### src/rtl/pipelined_add_sub.sv
// Pipelined two's-complement add/sub: the carry chain is cut into STAGES slices, one slice per stage.
// Latency: a beat accepted at edge N is presented after edge N+STAGES-1; sustains one beat per cycle.
// Backpressure: the whole pipe freezes while out_valid & ~out_ready; in_ready = ~out_valid | out_ready.
module pipelined_add_sub #(
  parameter int WIDTH  = 32,
  parameter int STAGES = 4
) (
  input  logic             clk,
  input  logic             rst_n,
  input  logic             in_valid,
  output logic             in_ready,
  input  logic [WIDTH-1:0] a,
  input  logic [WIDTH-1:0] b,
  input  logic             cin,
  input  logic             sub,
  output logic             out_valid,
  input  logic             out_ready,
  output logic [WIDTH-1:0] sum,
  output logic             cout,
  output logic             ovf,
  output logic             zero
);

  // Slice width; WIDTH must be a multiple of STAGES.
  localparam int SW = WIDTH / STAGES;

  logic             adv;
  logic [WIDTH-1:0] b_eff;
  logic             c0;

  // Subtraction is a + ~b + ~cin, so a borrow-in of 1 becomes a carry-in of 0.
  assign b_eff = b ^ {WIDTH{sub}};
  assign c0    = cin ^ sub;

  // Single global advance: every stage shifts or every stage holds. This keeps
  // in_ready a function of the output register and out_ready only.
  assign adv      = ~out_valid | out_ready;
  assign in_ready = adv;

  for (genvar k = 0; k < STAGES; k++) begin : stg
    // Operand bits still to be consumed when the beat enters slice k.
    localparam int RW = WIDTH - k * SW;
    // Result bits that are complete when the beat leaves slice k.
    localparam int LW = (k + 1) * SW;

    logic [RW-1:0] src_a;
    logic [RW-1:0] src_b;
    logic          src_c;
    logic          src_v;
    logic [SW-1:0] s;
    logic          c;
    logic [LW-1:0] sum_nxt;

    logic          vld;
    logic [LW-1:0] sum_r;
    logic          car_r;

    if (k == 0) begin : g_src
      // Slice 0 works straight off the ports.
      assign src_a   = a;
      assign src_b   = b_eff;
      assign src_c   = c0;
      assign src_v   = in_valid;
      assign sum_nxt = s;
    end else begin : g_src
      // Later slices take the skewed operands, the registered carry and the
      // already finished low sum bits from the previous stage.
      assign src_a   = stg[k-1].g_fwd.op_a;
      assign src_b   = stg[k-1].g_fwd.op_b;
      assign src_c   = stg[k-1].car_r;
      assign src_v   = stg[k-1].vld;
      assign sum_nxt = {s, stg[k-1].sum_r};
    end

    // One SW-bit slice of the carry chain; the extra MSB is the slice carry-out.
    assign {c, s} = {1'b0, src_a[SW-1:0]} + {1'b0, src_b[SW-1:0]} + {{SW{1'b0}}, src_c};

    // Stage register: valid, the growing low part of the sum, and the slice carry.
    always_ff @(posedge clk or negedge rst_n) begin
      if (!rst_n) begin
        vld   <= 1'b0;
        sum_r <= '0;
        car_r <= 1'b0;
      end else if (adv) begin
        vld   <= src_v;
        sum_r <= sum_nxt;
        car_r <= c;
      end
    end

    if (k < STAGES - 1) begin : g_fwd
      logic [RW-SW-1:0] op_a;
      logic [RW-SW-1:0] op_b;

      // Carry the not-yet-added upper operand slices along with the beat.
      always_ff @(posedge clk or negedge rst_n) begin
        if (!rst_n) begin
          op_a <= '0;
          op_b <= '0;
        end else if (adv) begin
          op_a <= src_a[RW-1:SW];
          op_b <= src_b[RW-1:SW];
        end
      end
    end

    if (k == STAGES - 1) begin : g_flg
      logic c_msb_in;
      logic ovf_r;
      logic zero_r;

      // Carry into the MSB, recovered from the MSB sum bit of the last slice.
      assign c_msb_in = src_a[SW-1] ^ src_b[SW-1] ^ s[SW-1];

      // Status flags live in the output register next to the full sum.
      always_ff @(posedge clk or negedge rst_n) begin
        if (!rst_n) begin
          ovf_r  <= 1'b0;
          zero_r <= 1'b0;
        end else if (adv) begin
          ovf_r  <= c_msb_in ^ c;
          zero_r <= (sum_nxt == '0);
        end
      end
    end
  end

  // The last stage register is the output register.
  assign out_valid = stg[STAGES-1].vld;
  assign sum       = stg[STAGES-1].sum_r;
  assign cout      = stg[STAGES-1].car_r;
  assign ovf       = stg[STAGES-1].g_flg.ovf_r;
  assign zero      = stg[STAGES-1].g_flg.zero_r;

endmodule

### config.mk
export PLATFORM = sky130hd
export DESIGN_NAME = pipelined_add_sub
export DESIGN_NICKNAME = d
export VERILOG_FILES = /design/src/rtl/pipelined_add_sub.sv
export SDC_FILE = /design/constraint.sdc
export NUM_CORES = 1
export LEC_CHECK = 0
export ABC_AREA = 1
export BUFFER_PORTS_ARGS = -buffer_cell sky130_fd_sc_hd__buf_2
export CELL_PAD_IN_SITES_DETAIL_PLACEMENT = 0
export CELL_PAD_IN_SITES_GLOBAL_PLACEMENT = 1
export CORE_AREA = 2 2 151 153
export DETAILED_ROUTE_END_ITERATION = 12
export DIE_AREA = 0 0 153 155
export PLACE_DENSITY_LB_ADDON = 0.1
export SLEW_MARGIN = 30
export SYNTH_ARGS = -nofsm -noshare
export SYNTH_HDL_FRONTEND = slang
export SYNTH_SLANG_ARGS = --single-unit
### constraint.sdc
create_clock -name clk -period 1.77 [get_ports clk]
set_input_delay 0.177 -clock clk [delete_from_list [all_inputs] [get_ports clk]]
set_output_delay 0.177 -clock clk [all_outputs]
set_load 0.02 [all_outputs]
Word level (Yosys, flattened, before mapping)
Index checks and enable logic that the tools add are counted.

storage, ports and cells
  output and inout bits = 37
  bits in registers = 186
  logic and storage cells = 36

operators by class
  add/subtract/negate cells = 8
  reductions and logical operators = 1
  bitwise logic cells = 7

operators with widths
  kind                                    number
  8-bit by 8-bit adder with 9-bit output  4
  9-bit by 1-bit adder with 9-bit output  4
  32-bit zero test                        1
  32-bit XOR                              1
  1-bit XOR                               4
  1-bit NOT                               1
  1-bit bitwise OR                        1

Longest topological paths before layout
  depth after elaboration = 4
  mapped depth = 12
  mapped depth without buffers = 11

Worst setup path after synthesis
Ideal clock, no wire load.

  path type = input -> register
  start point = in sub
  end point = reg stg[0].sum_r[6]
  cell stages on the path = 10
  data required time = 1644 ps
  path buffers = 2
  data arrival time = 2001 ps
  setup slack = -357 ps
  path through = buf_2 buf_4 xor2_1 fa_1 fa_1 nand4_1 nand3_1 or2_0 nand3_1 o21ai_1

between the ends
  longest elaborated chain between the ends = 3

RTL lines
  what                                      RTL line  text
  start: declaration                        15        input logic sub,
  32-bit XOR                                32        assign b_eff = b ^ {WIDTH{sub}};
  8-bit by 8-bit adder with 9-bit output    76        assign {c, s} = {1'b0, src_a[SW-1:0]} + {1'b0, src_b[SW-1:0]} + {{SW{1'b0}}, src_c};
  9-bit by 1-bit adder with 9-bit output *  76
  end signal: assignment                    86        sum_r <= sum_nxt;
  end: declaration                          55        logic [LW-1:0] sum_r;

Mark *: on every way between the ends. The rest lies on a longest branch, timed or not.
A chain may end at the register's enable or synchronous reset.

Worst setup path after layout
  start point = reg stg[2].car_r
  end point = reg stg[3].g_flg.zero_r, in the netlist zero

between the ends
  longest elaborated chain between the ends = 2

RTL lines
  what                                    RTL line  text
  start: declaration                      56        logic car_r;
  start signal: assignment                83        car_r <= 1'b0;
  start signal: assignment                87        car_r <= c;
  9-bit by 1-bit adder with 9-bit output  76
  32-bit zero test                        122       zero_r <= (sum_nxt == '0);
  end signal: assignment                  122
  end: declaration                        110       logic zero_r;

Every way passes these cells.

==> flow_summary.json <==
{
  "gr-usage-all-layers_pct": 16.0,
  "detailed_routing_iterations_pass_1": 4,
  "route.detailed.drc": 0,
  "criticalPathCategory": "register to register",
  "antenna_found_initial": 1,
  "netlist_area_mm2": 0.00865,
  "worst_slew_pin_slew_ns": 0.426,
  "finalSetupViolations": 3,
  "globalplace.congestion": 0.805,
  "overall_die_height_um": 155,
  "worstPathBufferInverterCount": 0,
  "path_delay_family": "adder cells",
  "globalRoute.totalOverflow": 0,
  "seq_area_frac_synth_pct": 53.8,
  "postSynthRegisterBits": 186,
  "crit_slowest_cell": "fa_2",
  "finalClockSkew_ns": 0.0130,
  "fillers": 2285,
  "synthToLayoutAreaGrowth_pct": 22.5,
  "final_common_cell": "nand2_1",
  "post_dp_cell_area_mm2": 0.00964,
  "clock_sinks": 186,
  "drv_cap": 0,
  "maximum_number_of_pins_on_one_net_before_global_route_repair": 79,
  "violated_checks": "negative setup slack",
  "portBuffers": 106,
  "endpoint_kind": "register",
  "stdcell_area_mm2": 0.0106,
  "fp-row-count": 55,
  "drive_above_1_share_pct": 18.4,
  "rr_worst_depth": 8,
  "crit-reg2reg-launch": "stg[2].car_r",
  "cts-root-buf": "clkbuf_16",
  "critical_path.reg2reg.endpoint": "zero",
  "critPathLaunch": "stg[2].car_r",
  "most-common-layout-cells": "402 x nand2_1, 186 x dfrtp_1, 105 x buf_2, 79 x o21ai_0, 58 x inv_1",
  "max_clock_freq_ghz": 0.542,
  "cts-root-to-sink-buffers": 2,
  "critPathMaxFanout": 3,
  "placed_cells": 1371,
  "cp.required_ns": 2.14,
  "global_route_wire_length_before_repair_um": 30900,
  "fp.dieW_um": 153,
  "synthCells": 998,
  "yosysUniqueCellTypes": 29,
  "largest_stage_delay_on_the_critical_path_ns": 0.41,
  "vias_per_cell": 4.58,
  "post_synth.cell_area_avg_um2": 8.66,
  "num_io_pins": 107,
  "grt_pass1_vias": 6231,
  "post_detail_place_hpwl_um": 12600,
  "crit_path_start_kind": "register",
  "setup_slack_ns": -0.0745,
  "placeable_core_region_mm2": 0.0222,
  "design.die.area_mm2": 0.0237,
  "final_core_utilization_pct": 47.7,
  "setup_repair_after_global_routing_missed_its_margin": "yes",
  "yosysWarningCount": 0,
  "fin_crit_sh_pct": 104,
  "detail_route.wl_per_cell_um": 12.7,
  "hold_path.class": "input pin to register",
  "detail_route.iter0.violations": 297,
  "clk_lat_worst_skew_ns": 0.43,
  "critPathArrivalTime_ns": 2.21,
  "timing.final.hold_violations": 0,
  "final_net_count": 1241,
  "antenna_left": 0,
  "clk_pin_slew_ns": 0.07,
  "worstSetupPathDepth": 8,
  "run_status": "finished with violations",
  "starting_density_of_the_core_pct": 38.9,
  "p_per_area_mw_per_mm2": 1770,
  "tritoncts": "yes",
  "inserted_diodes": 0,
  "crit_path_end": "zero",
  "postRouteWirelength_um": 18200,
  "leakage_nw": 5.42,
  "routed-via-count": 6564,
  "worst_reg2reg_setup_slack_ns": -0.07,
  "synth.net_count": 1104,
  "post-route-min-period_ns": 1.84,
  "htree_levels": 4,
  "slew_viol_final": 0,
  "cells_traversed_along_the_worst_timing_path": "fa_2 > fa_2 > xor2_1 > nor2_1 > nand3_1 > nor2_1 > nand4_1 > nand2_1",
  "vdd_drop_max_uv": 709,
  "cts_inserted_buffers": 17,
  "worst_slew_margin_rel_pct": 71.6,
  "report.power.total_w": 0.0187,
  "instances_no_fill": 1433
}
## worst min-delay path by stage
stage	from	to	cells past startpoint
3_3_place_gp	rst_n	stg[0].g_fwd.op_a[19]	1
6_report	b[10]	stg[0].g_fwd.op_b[2]	3
2_1_floorplan	rst_n	cout	0
5_1_grt	b[16]	stg[0].g_fwd.op_b[8]	3
3_5_place_dp	rst_n	stg[0].g_fwd.op_a[19]	1
4_1_cts	b[11]	stg[0].g_fwd.op_b[3]	3
## cells by family after synthesis
| kind of cell | after synthesis | share of synthesized area, % |
|---|---|---|
| and+or+nand+nor | 490 | 22.6 |
| DFF | 186 | 53.8 |
| AOI/OAI and AO/OA | 131 | 7.86 |
| buffers and inverters | 113 | 5.54 |
| xor gates and xnor gates | 42 | 4.25 |
| adders and majority gates | 36 | 5.90 |
## metrics by stage
| step | hold WS [ns] | setup TNS, ns | worst slack (ns) |
|---|---|---|---|
| 6_report | 0.0270 | -0.170 | -0.0745 |
| 5_1_grt | 0.0261 | -0.725 | -0.229 |
| 4_1_cts | 0.0113 | -0.227 | -0.0915 |
| 3_5_place_dp | 0.144 | -0.799 | -0.126 |
| 3_3_place_gp | 0.143 | -0.615 | -0.131 |
| 2_1_floorplan | -0.119 | -0.307 | -0.171 |
## report_power, final
part           total [W]  switching, W  leakage, nW  internal [W]
registers        0.00719       0.00105         2.25       0.00614
logic            0.00762       0.00464         2.87       0.00298
clock network    0.00392       0.00166        0.301       0.00225
total             0.0187       0.00735         5.42        0.0114
## synth_stat cells (all sizes together)
cell type | n | area (um^2)
a21oi | 15 | 82.6
a31oi | 4 | 25.0
clkbuf | 8 | 30.0
inv | 67 | 251
nand3 | 23 | 120
ha | 28 | 350
nand3b | 6 | 45.0
fa | 8 | 160
clkinv | 2 | 7.51
nor2 | 30 | 118
o21a | 1 | 7.51
o21ai | 107 | 536
dfrtp | 186 | 4650
nand4 | 11 | 68.8
o22ai | 1 | 6.26
xnor2 | 27 | 236
nor3 | 5 | 25.0
buf | 36 | 190
or2 | 1 | 6.26
nand2 | 414 | 1570
xor2 | 15 | 131
a21o | 3 | 22.5
## layout make-up
type,instances,area [um^2],area share (%)
well taps,285,357,3.37
inverters,69,264,2.49
repair buffers,162,1120,10.6
clock inverters,11,130,1.23
flip-flops and latches,186,4650,43.9
multi-input cells,699,3590,33.9
clock buffers,21,480,4.53
## state kept, by name, indices dropped and copies added (netlist names), 3 cells and up
register        cells
stg.g_fwd.op_a     48
stg.car_r           3
sum                32
stg.vld             3
stg.g_fwd.op_b     48
stg.sum_r          48
## metal layers
layer  GRT usage [%]  wire [um]
met5               0          0
met4            5.16        255
met3            2.73        472
met2            25.9       8460
met1            22.2       9030
## tightest hold or removal path: cells and delay by family
family | cells | cell delay [ns]
buf+inv | 1 | 0.08
compound gates | 1 | 0.06
xor+xnor | 1 | 0.09
## repair_timing
action,in CTS,in global routing
gates resized for setup,8,18
endpoints found under the setup margin,9,13
setup buffers,2,2
pin swaps,2,10
hold endpoints to repair,65,0
hold buffers,26,0
Power figures use the tool's default switching activity.
